### src/rtl/fma_drv_pkg.sv
// Shared types and constants for the FP16 FMA driver and its buffers.
package fma_drv_pkg;

    localparam int FP16_W   = 16;
    localparam int CNT_W    = 8;
    localparam int TRIPLE_W = 3 * FP16_W;

    typedef enum logic [1:0] {
        ST_IDLE  = 2'd0,
        ST_ISSUE = 2'd1,
        ST_DRAIN = 2'd2,
        ST_DONE  = 2'd3
    } drv_state_t;

    // One operand set for a*b+c, packed so it can live in a single FIFO word.
    typedef struct packed {
        logic [FP16_W-1:0] a;
        logic [FP16_W-1:0] b;
        logic [FP16_W-1:0] c;
    } fp16_triple_t;

endpackage

### src/rtl/fma_drv_fifo.sv
// Synchronous FIFO with show-ahead read. The caller guarantees that push
// only happens when not full (or together with a pop) and that pop only
// happens when not empty; push and pop in the same cycle keep occupancy.
module fma_drv_fifo #(
    parameter int WIDTH = 16,
    parameter int DEPTH = 8
) (
    input  logic                     clk,
    input  logic                     rst,
    input  logic                     i_push,
    input  logic [WIDTH-1:0]         i_data,
    input  logic                     i_pop,
    output logic [WIDTH-1:0]         o_data,
    output logic                     o_full,
    output logic                     o_empty,
    output logic [$clog2(DEPTH):0]   o_count
);
    localparam int AW = $clog2(DEPTH);

    logic [WIDTH-1:0] r_mem [DEPTH];
    logic [AW-1:0]    r_wr_ptr;
    logic [AW-1:0]    r_rd_ptr;
    logic [AW:0]      r_count;

    assign o_data  = r_mem[r_rd_ptr];
    assign o_full  = (r_count == (AW+1)'(DEPTH));
    assign o_empty = (r_count == '0);
    assign o_count = r_count;

    // Pointer and occupancy tracking; reset empties the FIFO without touching storage.
    always_ff @(posedge clk or posedge rst) begin
        if (rst) begin
            r_wr_ptr <= '0;
            r_rd_ptr <= '0;
            r_count  <= '0;
        end else begin
            if (i_push) r_wr_ptr <= r_wr_ptr + 1'b1;
            if (i_pop)  r_rd_ptr <= r_rd_ptr + 1'b1;
            case ({i_push, i_pop})
                2'b10:   r_count <= r_count + 1'b1;
                2'b01:   r_count <= r_count - 1'b1;
                default: r_count <= r_count;
            endcase
        end
    end

    // Storage write; contents need no reset since the pointers define validity.
    always_ff @(posedge clk) begin
        if (i_push) r_mem[r_wr_ptr] <= i_data;
    end

endmodule

### src/rtl/fp16_fma_driver.sv
// Driver that buffers host operand triples, streams them into a fixed-latency
// FP16 FMA pipe and buffers the results for the host.
// Optional feature: define FMA_DRV_TIMEOUT_EN to add a DRAIN watchdog that
// gives up TIMEOUT cycles after the last returned result and flags err.
module fp16_fma_driver
    import fma_drv_pkg::*;
#(
    parameter int DEPTH   = 8,
    parameter int LATENCY = 4,
    parameter int TIMEOUT = 64
) (
    input  logic              clk,
    input  logic              rst,
    input  logic              wr_valid,
    output logic              wr_ready,
    input  logic [FP16_W-1:0] wr_a,
    input  logic [FP16_W-1:0] wr_b,
    input  logic [FP16_W-1:0] wr_c,
    input  logic              start,
    output logic              busy,
    output logic              done,
    output logic              err,
    output logic              fma_in_valid,
    output logic [FP16_W-1:0] fma_a,
    output logic [FP16_W-1:0] fma_b,
    output logic [FP16_W-1:0] fma_c,
    input  logic              fma_out_valid,
    input  logic [FP16_W-1:0] fma_out,
    output logic              rd_valid,
    input  logic              rd_ready,
    output logic [FP16_W-1:0] rd_data,
    output logic [CNT_W-1:0]  issued_cnt,
    output logic [CNT_W-1:0]  retired_cnt
);
    localparam int CW = $clog2(DEPTH) + 1;
    localparam int DW = $clog2(LATENCY + 2);

    if (DEPTH < 2 || DEPTH > 64 || (DEPTH & (DEPTH - 1)) != 0 || LATENCY < 1 || TIMEOUT < 1) begin : g_bad_param
        $error("fp16_fma_driver: illegal DEPTH/LATENCY/TIMEOUT");
    end

    drv_state_t       r_state;
    logic [CNT_W-1:0] r_issued;
    logic [CNT_W-1:0] r_retired;
    logic             r_err;
    logic [DW-1:0]    r_disc;

    fp16_triple_t      w_op_wdata;
    fp16_triple_t      w_op_rdata;
    logic              w_op_full, w_op_empty, w_op_push, w_op_pop, w_last_pop;
    logic [CW-1:0]     w_op_count;
    logic [FP16_W-1:0] w_res_rdata;
    logic              w_res_full, w_res_empty, w_res_push, w_res_pop;
    logic [CW-1:0]     w_res_count;
    logic [CNT_W-1:0]  w_outstanding;
    logic [CNT_W:0]    w_inflight;
    logic              w_res_in, w_retire, w_stray, w_wd_expire;

    // Host side: pushes only accepted between runs.
    assign wr_ready   = ((r_state == ST_IDLE) || (r_state == ST_DONE)) && !w_op_full;
    assign w_op_push  = wr_valid && wr_ready;
    assign w_op_wdata = {wr_a, wr_b, wr_c};

    // Issue throttle: every in-flight op must have a guaranteed result slot,
    // because the FMA return path cannot be back-pressured.
    assign w_outstanding = r_issued - r_retired;
    assign w_inflight    = {1'b0, w_outstanding} + (CNT_W+1)'(w_res_count);
    assign w_op_pop      = (r_state == ST_ISSUE) && !w_op_empty && (w_inflight < (CNT_W+1)'(DEPTH));
    assign w_last_pop    = w_op_pop && (w_op_count == CW'(1));

    // Results still in the pipe from before a reset are dropped for LATENCY cycles.
    assign w_res_in   = fma_out_valid && (r_disc == '0);
    assign w_retire   = w_res_in && (w_outstanding != '0);
    assign w_stray    = w_res_in && (w_outstanding == '0);
    assign w_res_pop  = !w_res_empty && rd_ready;
    assign w_res_push = w_res_in && (!w_res_full || w_res_pop);

    assign fma_in_valid = w_op_pop;
    assign fma_a        = w_op_pop ? w_op_rdata.a : '0;
    assign fma_b        = w_op_pop ? w_op_rdata.b : '0;
    assign fma_c        = w_op_pop ? w_op_rdata.c : '0;
    assign rd_valid     = !w_res_empty;
    assign rd_data      = w_res_empty ? '0 : w_res_rdata;
    assign busy         = (r_state == ST_ISSUE) || (r_state == ST_DRAIN);
    assign done         = (r_state == ST_DONE);
    assign err          = r_err;
    assign issued_cnt   = r_issued;
    assign retired_cnt  = r_retired;

    fma_drv_fifo #(.WIDTH(TRIPLE_W), .DEPTH(DEPTH)) u_op_fifo (
        .clk     (clk),
        .rst     (rst),
        .i_push  (w_op_push),
        .i_data  (w_op_wdata),
        .i_pop   (w_op_pop),
        .o_data  (w_op_rdata),
        .o_full  (w_op_full),
        .o_empty (w_op_empty),
        .o_count (w_op_count)
    );

    fma_drv_fifo #(.WIDTH(FP16_W), .DEPTH(DEPTH)) u_res_fifo (
        .clk     (clk),
        .rst     (rst),
        .i_push  (w_res_push),
        .i_data  (fma_out),
        .i_pop   (w_res_pop),
        .o_data  (w_res_rdata),
        .o_full  (w_res_full),
        .o_empty (w_res_empty),
        .o_count (w_res_count)
    );

    // Post-reset discard window covering ops issued just before reset.
    always_ff @(posedge clk or posedge rst) begin
        if (rst)                r_disc <= DW'(LATENCY);
        else if (r_disc != '0)  r_disc <= r_disc - 1'b1;
    end

`ifdef FMA_DRV_TIMEOUT_EN
    localparam int WDW = $clog2(TIMEOUT + 1);
    logic [WDW-1:0] r_wd_cnt;

    // A result cycle loads 1 so that done lands exactly TIMEOUT cycles after it.
    assign w_wd_expire = (r_state == ST_DRAIN) && !fma_out_valid && (r_wd_cnt == WDW'(TIMEOUT - 1));

    // Watchdog: counts DRAIN cycles since the last returned result.
    always_ff @(posedge clk or posedge rst) begin
        if (rst)                         r_wd_cnt <= '0;
        else if (r_state != ST_DRAIN)    r_wd_cnt <= '0;
        else if (fma_out_valid)          r_wd_cnt <= WDW'(1);
        else if (!w_wd_expire)           r_wd_cnt <= r_wd_cnt + 1'b1;
    end
`else
    assign w_wd_expire = 1'b0;
`endif

    // Run control FSM with issue/retire counters and the sticky error flag.
    always_ff @(posedge clk or posedge rst) begin
        if (rst) begin
            r_state   <= ST_IDLE;
            r_issued  <= '0;
            r_retired <= '0;
            r_err     <= 1'b0;
        end else begin
            if (w_op_pop) r_issued  <= r_issued + 1'b1;
            if (w_retire) r_retired <= r_retired + 1'b1;
            case (r_state)
                ST_IDLE, ST_DONE: begin
                    // A new run clears the previous run's error status.
                    if (start) begin
                        r_err <= 1'b0;
                        if (!w_op_empty) begin
                            r_state   <= ST_ISSUE;
                            r_issued  <= '0;
                            r_retired <= '0;
                        end else begin
                            r_state <= ST_DONE;
                        end
                    end
                end
                ST_ISSUE: begin
                    if (w_last_pop) r_state <= ST_DRAIN;
                end
                ST_DRAIN: begin
                    if (w_retire && (w_outstanding == CNT_W'(1))) begin
                        r_state <= ST_DONE;
                    end else if (w_wd_expire) begin
                        r_state <= ST_DONE;
                        r_err   <= 1'b1;
                    end
                end
                default: r_state <= ST_IDLE;
            endcase
            if (w_stray) r_err <= 1'b1;
        end
    end

endmodule
### config.mk
export PLATFORM = sky130hd
export DESIGN_NAME = fp16_fma_driver
export DESIGN_NICKNAME = d
export VERILOG_FILES = /design/src/rtl/fma_drv_pkg.sv /design/src/rtl/fma_drv_fifo.sv /design/src/rtl/fp16_fma_driver.sv
export SDC_FILE = /design/constraint.sdc
export NUM_CORES = 1
export LEC_CHECK = 0
export ABC_AREA = 1
export BUFFER_PORTS_ARGS = -buffer_cell sky130_fd_sc_hd__clkbuf_2
export CAP_MARGIN = 20
export CORE_MARGIN = 5
export CORE_UTILIZATION = 25
export CTS_CLUSTER_SIZE = 8
export DETAILED_ROUTE_END_ITERATION = 7
export PLACE_DENSITY = 0.41
export SLEW_MARGIN = 30
export SYNTH_ARGS = -nofsm -noshare
export SYNTH_HDL_FRONTEND = slang
export SYNTH_HIERARCHICAL = 1
export SYNTH_SLANG_ARGS = --single-unit
### constraint.sdc
create_clock -name clk -period 4.65 [get_ports clk]
set_input_delay 0.465 -clock clk [delete_from_list [all_inputs] [get_ports clk]]
set_output_delay 0.465 -clock clk [all_outputs]
set_load 0.03 [all_outputs]
# Word level (Yosys, flattened, before mapping)
# Memories as Yosys holds them, arrays and structs flattened.
# Cells that the tools add are included.
totals:
  regBits: 42
  word_cells: 99
  ramBits: 512
  rom_bits: 0
  mem_count: 2
  in_bits: 70
  latch_bits: 0
classes:
  add_sub_neg: 13
  n_eq_ne: 14
  multipliers: 0
  n_reduce_logical: 32
  bitwise_logic: 0
  n_div: 0
  n_lt_le_gt_ge: 1
  n_shift: 0
  mux: 26
memory_table:
  columns: ["memory", "depth", "width", "rd", "rd_ports_with_merged_regs", "wr", "line_no", "rtl"]
  rows:
  - ["u_op_fifo.r_mem", 8, 48, 1, 0, 1, "fma_drv_fifo.sv:20", "logic [WIDTH-1:0] r_mem [DEPTH];"]
  - ["u_res_fifo.r_mem", 8, 16, 1, 0, 1, "fma_drv_fifo.sv:20", null]
op_table:
  columns: ["cell", "n"]
  rows:
  - ["16-bit two-way mux", 4]
  - ["8-bit two-way mux", 8]
  - ["8-bit by 1-bit adder with 8-bit output (second input constant)", 2]
  - ["4-bit case mux with 2 select lines", 2]
  - ["3-bit by 1-bit adder with 3-bit output (second input constant)", 4]
  - ["1-bit logical AND", 11]
  - ["8-bit by 4-bit adder with 9-bit output", 1]
  - ["9-bit by 4-bit < comparator with 1-bit output (second input constant)", 1]
  - ["4-bit by 1-bit adder with 4-bit output (second input constant)", 2]
  - ["2-bit == test (second input constant)", 4]
  - ["4-bit == test (second input constant)", 2]
  - ["8-bit by 1-bit == test with 1-bit output (second input constant)", 1]
  - ["4-bit logical NOT", 2]
  - ["8-bit logical NOT", 1]
  - ["2-bit two-way mux", 4]
  - ["2-bit nonzero test", 4]
  - ["8-bit nonzero test", 1]
  - ["4-bit by 1-bit subtractor with 4-bit output (second input constant)", 2]
  - ["8-bit subtractor", 1]
  - ["1-bit two-way mux", 7]
  - ["2-bit by 1-bit == test with 1-bit output (second input constant)", 3]
  - ["2-bit case mux with 3 select lines", 1]
  - ["4-bit by 1-bit == test with 1-bit output (second input constant)", 1]
  - ["1-bit logical NOT", 4]
  - ["other kinds (10)", 13]

# Longest topological paths before layout
depth:
  word_depth: 8
  depth_mapped: 23
  mapped_depth_nobuf: 23

# Cells and area by module
# Netlist, hierarchy kept.
by_module_without_submodules:
  columns: ["mod", "seq_area_each_um2", "area_each_um2", "n_inst", "cells_per_inst"]
  rows:
  - ["fma_drv_fifo at u_op_fifo", 11781.3, 15587.4, 1, 1258]
  - ["fma_drv_fifo at u_res_fifo", 4093.9, 5619.1, 1, 471]
  - ["fp16_fma_driver", 551.8, 2417.3, 1, 412]

# Least setup slack after synthesis
# No wires, ideal clock.
synth_timing:
  kind: "register to register"
  start: "register r_state[0]"
  end: "memory u_op_fifo/r_mem[0][0] in the netlist's numbering (enable)"
  arrival_ns: 3.809
  path_stages_with_launch: 8
  slack_ns: 0.387
  period_less_slack_ns: 4.263
  cell_sequence: "dfrtp_1 -> inv_1 -> ha_1 -> inv_1 -> nor3b_1 -> inv_1 -> or2_2 -> nor2_1"
synth_between:
  elab_chain_cells: 6
  word_cells_on_any_way: 7
  cone_classes: "eq/ne (1); mux (2); reduce/logical (4)"
synth_lines:
  columns: ["element", "line_no", "rtl"]
  rows:
  - ["start: declaration", "fp16_fma_driver.sv:42", "drv_state_t r_state;"]
  - ["start signal: assignment", "fp16_fma_driver.sv:141", "r_state <= ST_IDLE;"]
  - ["start signal: assignment", "fp16_fma_driver.sv:154", "r_state <= ST_ISSUE;"]
  - ["start signal: assignment", "fp16_fma_driver.sv:158", "r_state <= ST_DONE;"]
  - ["2-bit == test / 2-bit logical NOT (equally long branches)", "fp16_fma_driver.sv:60", "assign wr_ready = ((r_state == ST_IDLE) || (r_state == ST_DONE)) && !w_op_full;"]
  - ["1-bit logical OR *", "fp16_fma_driver.sv:60", null]
  - ["1-bit logical AND *", "fp16_fma_driver.sv:60", null]
  - ["1-bit logical AND *", "fp16_fma_driver.sv:61", "assign w_op_push = wr_valid && wr_ready;"]
  - ["via w_op_push", "fp16_fma_driver.sv:50", "logic w_op_full, w_op_empty, w_op_push, w_op_pop, w_last_pop;"]
  - ["1-bit two-way mux *", "fma_drv_fifo.sv:49", "if (i_push) r_mem[r_wr_ptr] <= i_data;"]
  - ["1-bit two-way mux (implied by the code) *", "fma_drv_fifo.sv:49", null]
  - ["end: declaration", "fma_drv_fifo.sv:20", null]
# The timed path passes the listed nets; every way through them passes the cells marked *.

# Worst setup path in the final report
layout_timing:
  start: "register r_issued[0], in the netlist issued_cnt[0]"
  end: "output fma_b[7]"
layout_between:
  elab_chain_cells: 5
layout_lines:
  columns: ["element", "line_no", "rtl"]
  rows:
  - ["start: declaration", "fp16_fma_driver.sv:43", "logic [CNT_W-1:0] r_issued;"]
  - ["start signal: assignment", "fp16_fma_driver.sv:146", "if (w_op_pop) r_issued <= r_issued + 1'b1;"]
  - ["8-bit subtractor", "fp16_fma_driver.sv:66", "assign w_outstanding = r_issued - r_retired;"]
  - ["8-bit by 4-bit adder with 9-bit output", "fp16_fma_driver.sv:67", "assign w_inflight = {1'b0, w_outstanding} + (CNT_W+1)'(w_res_count);"]
  - ["9-bit by 4-bit < comparator with 1-bit output", "fp16_fma_driver.sv:68", "assign w_op_pop = (r_state == ST_ISSUE) && !w_op_empty && (w_inflight < (CNT_W+1)'(DEPTH));"]
  - ["1-bit logical AND", "fp16_fma_driver.sv:68", null]
  - ["16-bit two-way mux", "fp16_fma_driver.sv:80", "assign fma_b = w_op_pop ? w_op_rdata.b : '0;"]
  - ["end: declaration", "fp16_fma_driver.sv:25", "output logic [FP16_W-1:0] fma_b,"]
# Every way passes these cells.

==> results.py <==
metrics = {
    "synthesis": {
        "postSynthAreaPerCell_sq_um": 11.0,
        "synthMuxAreaShare_pct": 0.0953,
        "synth_compound_area_share_pct": 8.83,
        "syn-num-nets": 2240,
        "synth_top_family_by_area": "simple AND/OR/NAND/NOR gates",
        "ys_types": 42,
        "yosys_register_bits": 554,
        "ys_warn_count": 6,
        "synth_simple_gate_area_share_pct": 14.6,
        "synth.cell_area_sq_mm": 0.0236,
        "netlist_instances": 2141,
        "synth_xor_area_share_pct": 0.667,
        "ys_seq_area_share_pct": 69.5,
        "synth_fa_ha_area_share_pct": 1.57,
    },
    "route": {
        "drtPass1Iterations": 5,
        "drc": 0,
        "drt-initial-drc-count": 883,
        "antenna_left": 0,
        "routed_via_density": 4.36,
        "via_count": 15700,
        "routed_wl_mm": 63.8,
        "wl_per_cell_microns": 17.7,
    },
    "floorplan": {
        "die_h_microns": 317,
        "die-area_sq_mm": 0.101,
        "ios": 156,
        "core_area_sq_mm": 0.0936,
        "die_x_microns": 317,
        "start_util_pct": 25.2,
        "placementRows": 112,
    },
    "worst_setup_path": {
        "crit_required_ns": 4.18,
        "max_stage_delay_ns": 0.48,
        "r2r-start": "issued_cnt[0]",
        "crit_fanout": 37,
        "critPathLaunch": "issued_cnt[0]",
        "rr_worst_depth": 18,
        "cp-end-kind": "output pin",
        "crit_slowest_cell": "fa_1",
        "regToRegSetupSlack_ns": 1.20,
        "crit_type": "flip-flop to output pin",
        "startpoint_type": "flip-flop",
        "timing.rr.end": "u_op_fifo/o_count[2]",
        "path_cells": "inv_1 > ha_1 > inv_1 > fa_1 > ha_1 > a31o_2 > a21oi_1 > nand3_2 > buf_4 > nor2_1 > clkbuf_2",
        "arrival_ns": 3.46,
    },
    "clock_network": {
        "tritoncts": "done",
        "cts.sinks": 554,
        "post-cts-setup-buffers": 0,
        "cts_root_buffer": "clkbuf_16",
        "cts.path.max_buffers": 3,
        "cts_buffers": 80,
        "h-tree-depth": 3,
        "ctsResizeCount": 0,
        "path_clk_slew_ns": 0.05,
        "clkLatencyLatePin_ns": 0.62,
    },
    "sta": {
        "fin_ws_ns": 0.726,
        "max_freq_ghz": 0.255,
        "setup_tns_ns": 0,
        "hold_viol": 0,
        "period_minus_slack_ns": 3.92,
        "fin_crit_sh_pct": 84.4,
        "max_slew.worst_pin.slew_ns": 1.05,
        "fin_skew_ns": 0.0309,
        "maxSlewHeadroom_pct": 29.9,
        "rsz0062_at_grt": "no",
        "finalSetupViolations": 0,
        "drv_slew": 0,
    },
    "power": {
        "finalPower_mw": 16.8,
        "p_per_area_mw_per_mm2": 594,
        "vdd_ir_drop_max_v": 0.000413,
        "leakage_nw": 10.7,
    },
    "grt": {
        "grt_usage_pct": 12.3,
        "grt_pass1_vias": 15900,
        "gr-total-overflow": 0,
        "grt_max_degree": 195,
        "grt_pass1_wl_mm": 97.6,
        "antenna_found_initial": 13,
    },
    "cells_and_area": {
        "areaGrowthSynthToFinish_pct": 19.4,
        "fillers": 9735,
        "final_util_pct": 30.1,
        "nets": 2415,
        "drive_above_1_share_pct": 13.9,
    },
    "placement": {
        "globalplace.congestion": 0.735,
        "dp_hpwl_mm": 37.1,
        "preCtsSetupSlack_ns": 1.25,
        "port_buffers": 155,
    },
    "run_status": {
        "status": "finished, final reports clean",
    },
    "hold_path": {
        "hold_end": "u_op_fifo/r_mem[7][47]",
        "whs_path_depth": 1,
        "holdCritPathClass": "primary input to flip-flop",
        "hold_start": "wr_a[15]",
    },
    "run": {
        "drv_cap": 0,
    },
}
## layout by cell type (no fill, tap or decap), types with 2 or more instances in the layout
| cell | n |
|---|---|
| o21ai_1 | 179 |
| clkbuf_1 | 21 |
| inv_1 | 141 |
| nor2_1 | 487 |
| nor3_1 | 6 |
| dfrtp_4 | 2 |
| a21o_1 | 2 |
| o22ai_1 | 2 |
| ha_1 | 28 |
| clkbuf_2 | 155 |
| or2_2 | 5 |
| diode_2 | 7 |
| mux2_2 | 2 |
| nand3_2 | 2 |
| inv_2 | 2 |
| buf_4 | 35 |
| clkinv_16 | 3 |
| clkinv_8 | 2 |
| o21ai_0 | 219 |
| a21oi_1 | 10 |
| dfrtp_2 | 3 |
| nand2_1 | 312 |
| nand2_2 | 5 |
| edfxtp_1 | 512 |
| dfrtp_1 | 36 |
| nor2_4 | 8 |
| xor2_1 | 11 |
| nor2_2 | 2 |
| nand3_1 | 30 |
| clkbuf_16 | 82 |
| xnor2_1 | 7 |
| nand4_1 | 8 |
| buf_12 | 5 |
## logic make-up after synthesis
family,after synthesis
compound gates,414
xor+xnor,18
simple gates,874
mux,2
fa+ha+maj,29
buf+inv,250
flops,554
## power by group
part	total, mW	switching [mW]	leakage, nW	internal, mW
Clock	5.34	2.10	1.10	3.24
Sequential	6.47	0.298	5.16	6.18
Combinational	4.94	3.55	4.43	1.39
Total	16.8	5.95	10.7	10.8
## layer usage
layer	vias to the layer above	part of all wire (%)	global-route usage (%)
li1	7631	-	-
met1	7684	44	15.6
met2	301	49	21.3
met3	94	4.9	3.09
met4	6	1.8	2.92
met5	-	0.063	0
## registers in the layout (all words and copies together) (netlist names)
name / count
err: 1
issued_cnt: 8
r_disc: 3
r_state: 2
retired_cnt: 8
u_op_fifo/o_count: 4
u_op_fifo/r_mem: 384
u_op_fifo/r_rd_ptr: 3
u_op_fifo/r_wr_ptr: 3
u_res_fifo/o_count: 4
u_res_fifo/r_mem: 128
u_res_fifo/r_rd_ptr: 3
u_res_fifo/r_wr_ptr: 3
## cell usage after synthesis, drive strengths merged
master	count	area share [%]
a21oi	11	0.25
ha	28	1.5
nand3b	1	0.032
nand2	318	5.1
dfstp	1	0.11
mux2	2	0.095
xor2	11	0.41
nand4	9	0.26
nand3	33	0.79
or2	5	0.13
a21o	2	0.064
nor4	1	0.026
edfxtp	512	65
nor3b	1	0.032
o21ai	398	8.4
o22ai	2	0.053
xnor2	7	0.26
and2	1	0.026
clkinv	1	0.016
buf	60	1.7
inv	145	2.3
a31o	1	0.037
fa	1	0.085
nor3	8	0.22
dfrtp	41	4.3
nor2	497	7.9
clkbuf	44	0.71
## worst max path at each step
stage | endpoint | slack, ns | cells after the start
after global placement | u_op_fifo/o_count[2] | 1.30 | 20
after detailed placement | u_op_fifo/o_count[2] | 1.25 | 18
final | fma_b[7] | 0.73 | 11
after floorplan | u_op_fifo/r_mem[0][0] | 0.39 | 7
after global routing | fma_a[3] | 0.44 | 15
after CTS | fma_b[7] | 0.64 | 11
## worst max-delay path: cells and delay by family (launching register included)
kind	cells	cell delay [ns]
adders and majority gates	3	0.96
buffers and inverters	4	0.65
AOI/OAI and AO/OA	2	0.47
DFF	1	0.42
and+or+nand+nor	2	0.30
## per-stage QoR
step,std cells,cell area [sq um],hold WS [ns]
after floorplan,2141,23600,0.305
after global placement,3486,25800,0.469
after detailed placement,3487,25900,0.484
after CTS,3599,28200,0.0799
after global routing,3599,28200,0.104
final,3606,28200,0.127
## repair_timing
item                       4_1_cts  5_1_grt
setup endpoints to repair        0        0
hold endpoints to repair        20        0
hold buffers                     1        0
## layout make-up
class	instances	area, sq um	share of cell area (%)
sequential	554	16400	58.3
clock inverter	8	165	0.586
antenna	7	17.5	0.0621
timing repair buffer	197	1180	4.17
tap	1254	1570	5.56
clock buffer	103	2130	7.56
inverter	146	556	1.97
multi-input combinational	1337	6150	21.8
Power figures use the tool's default switching activity.
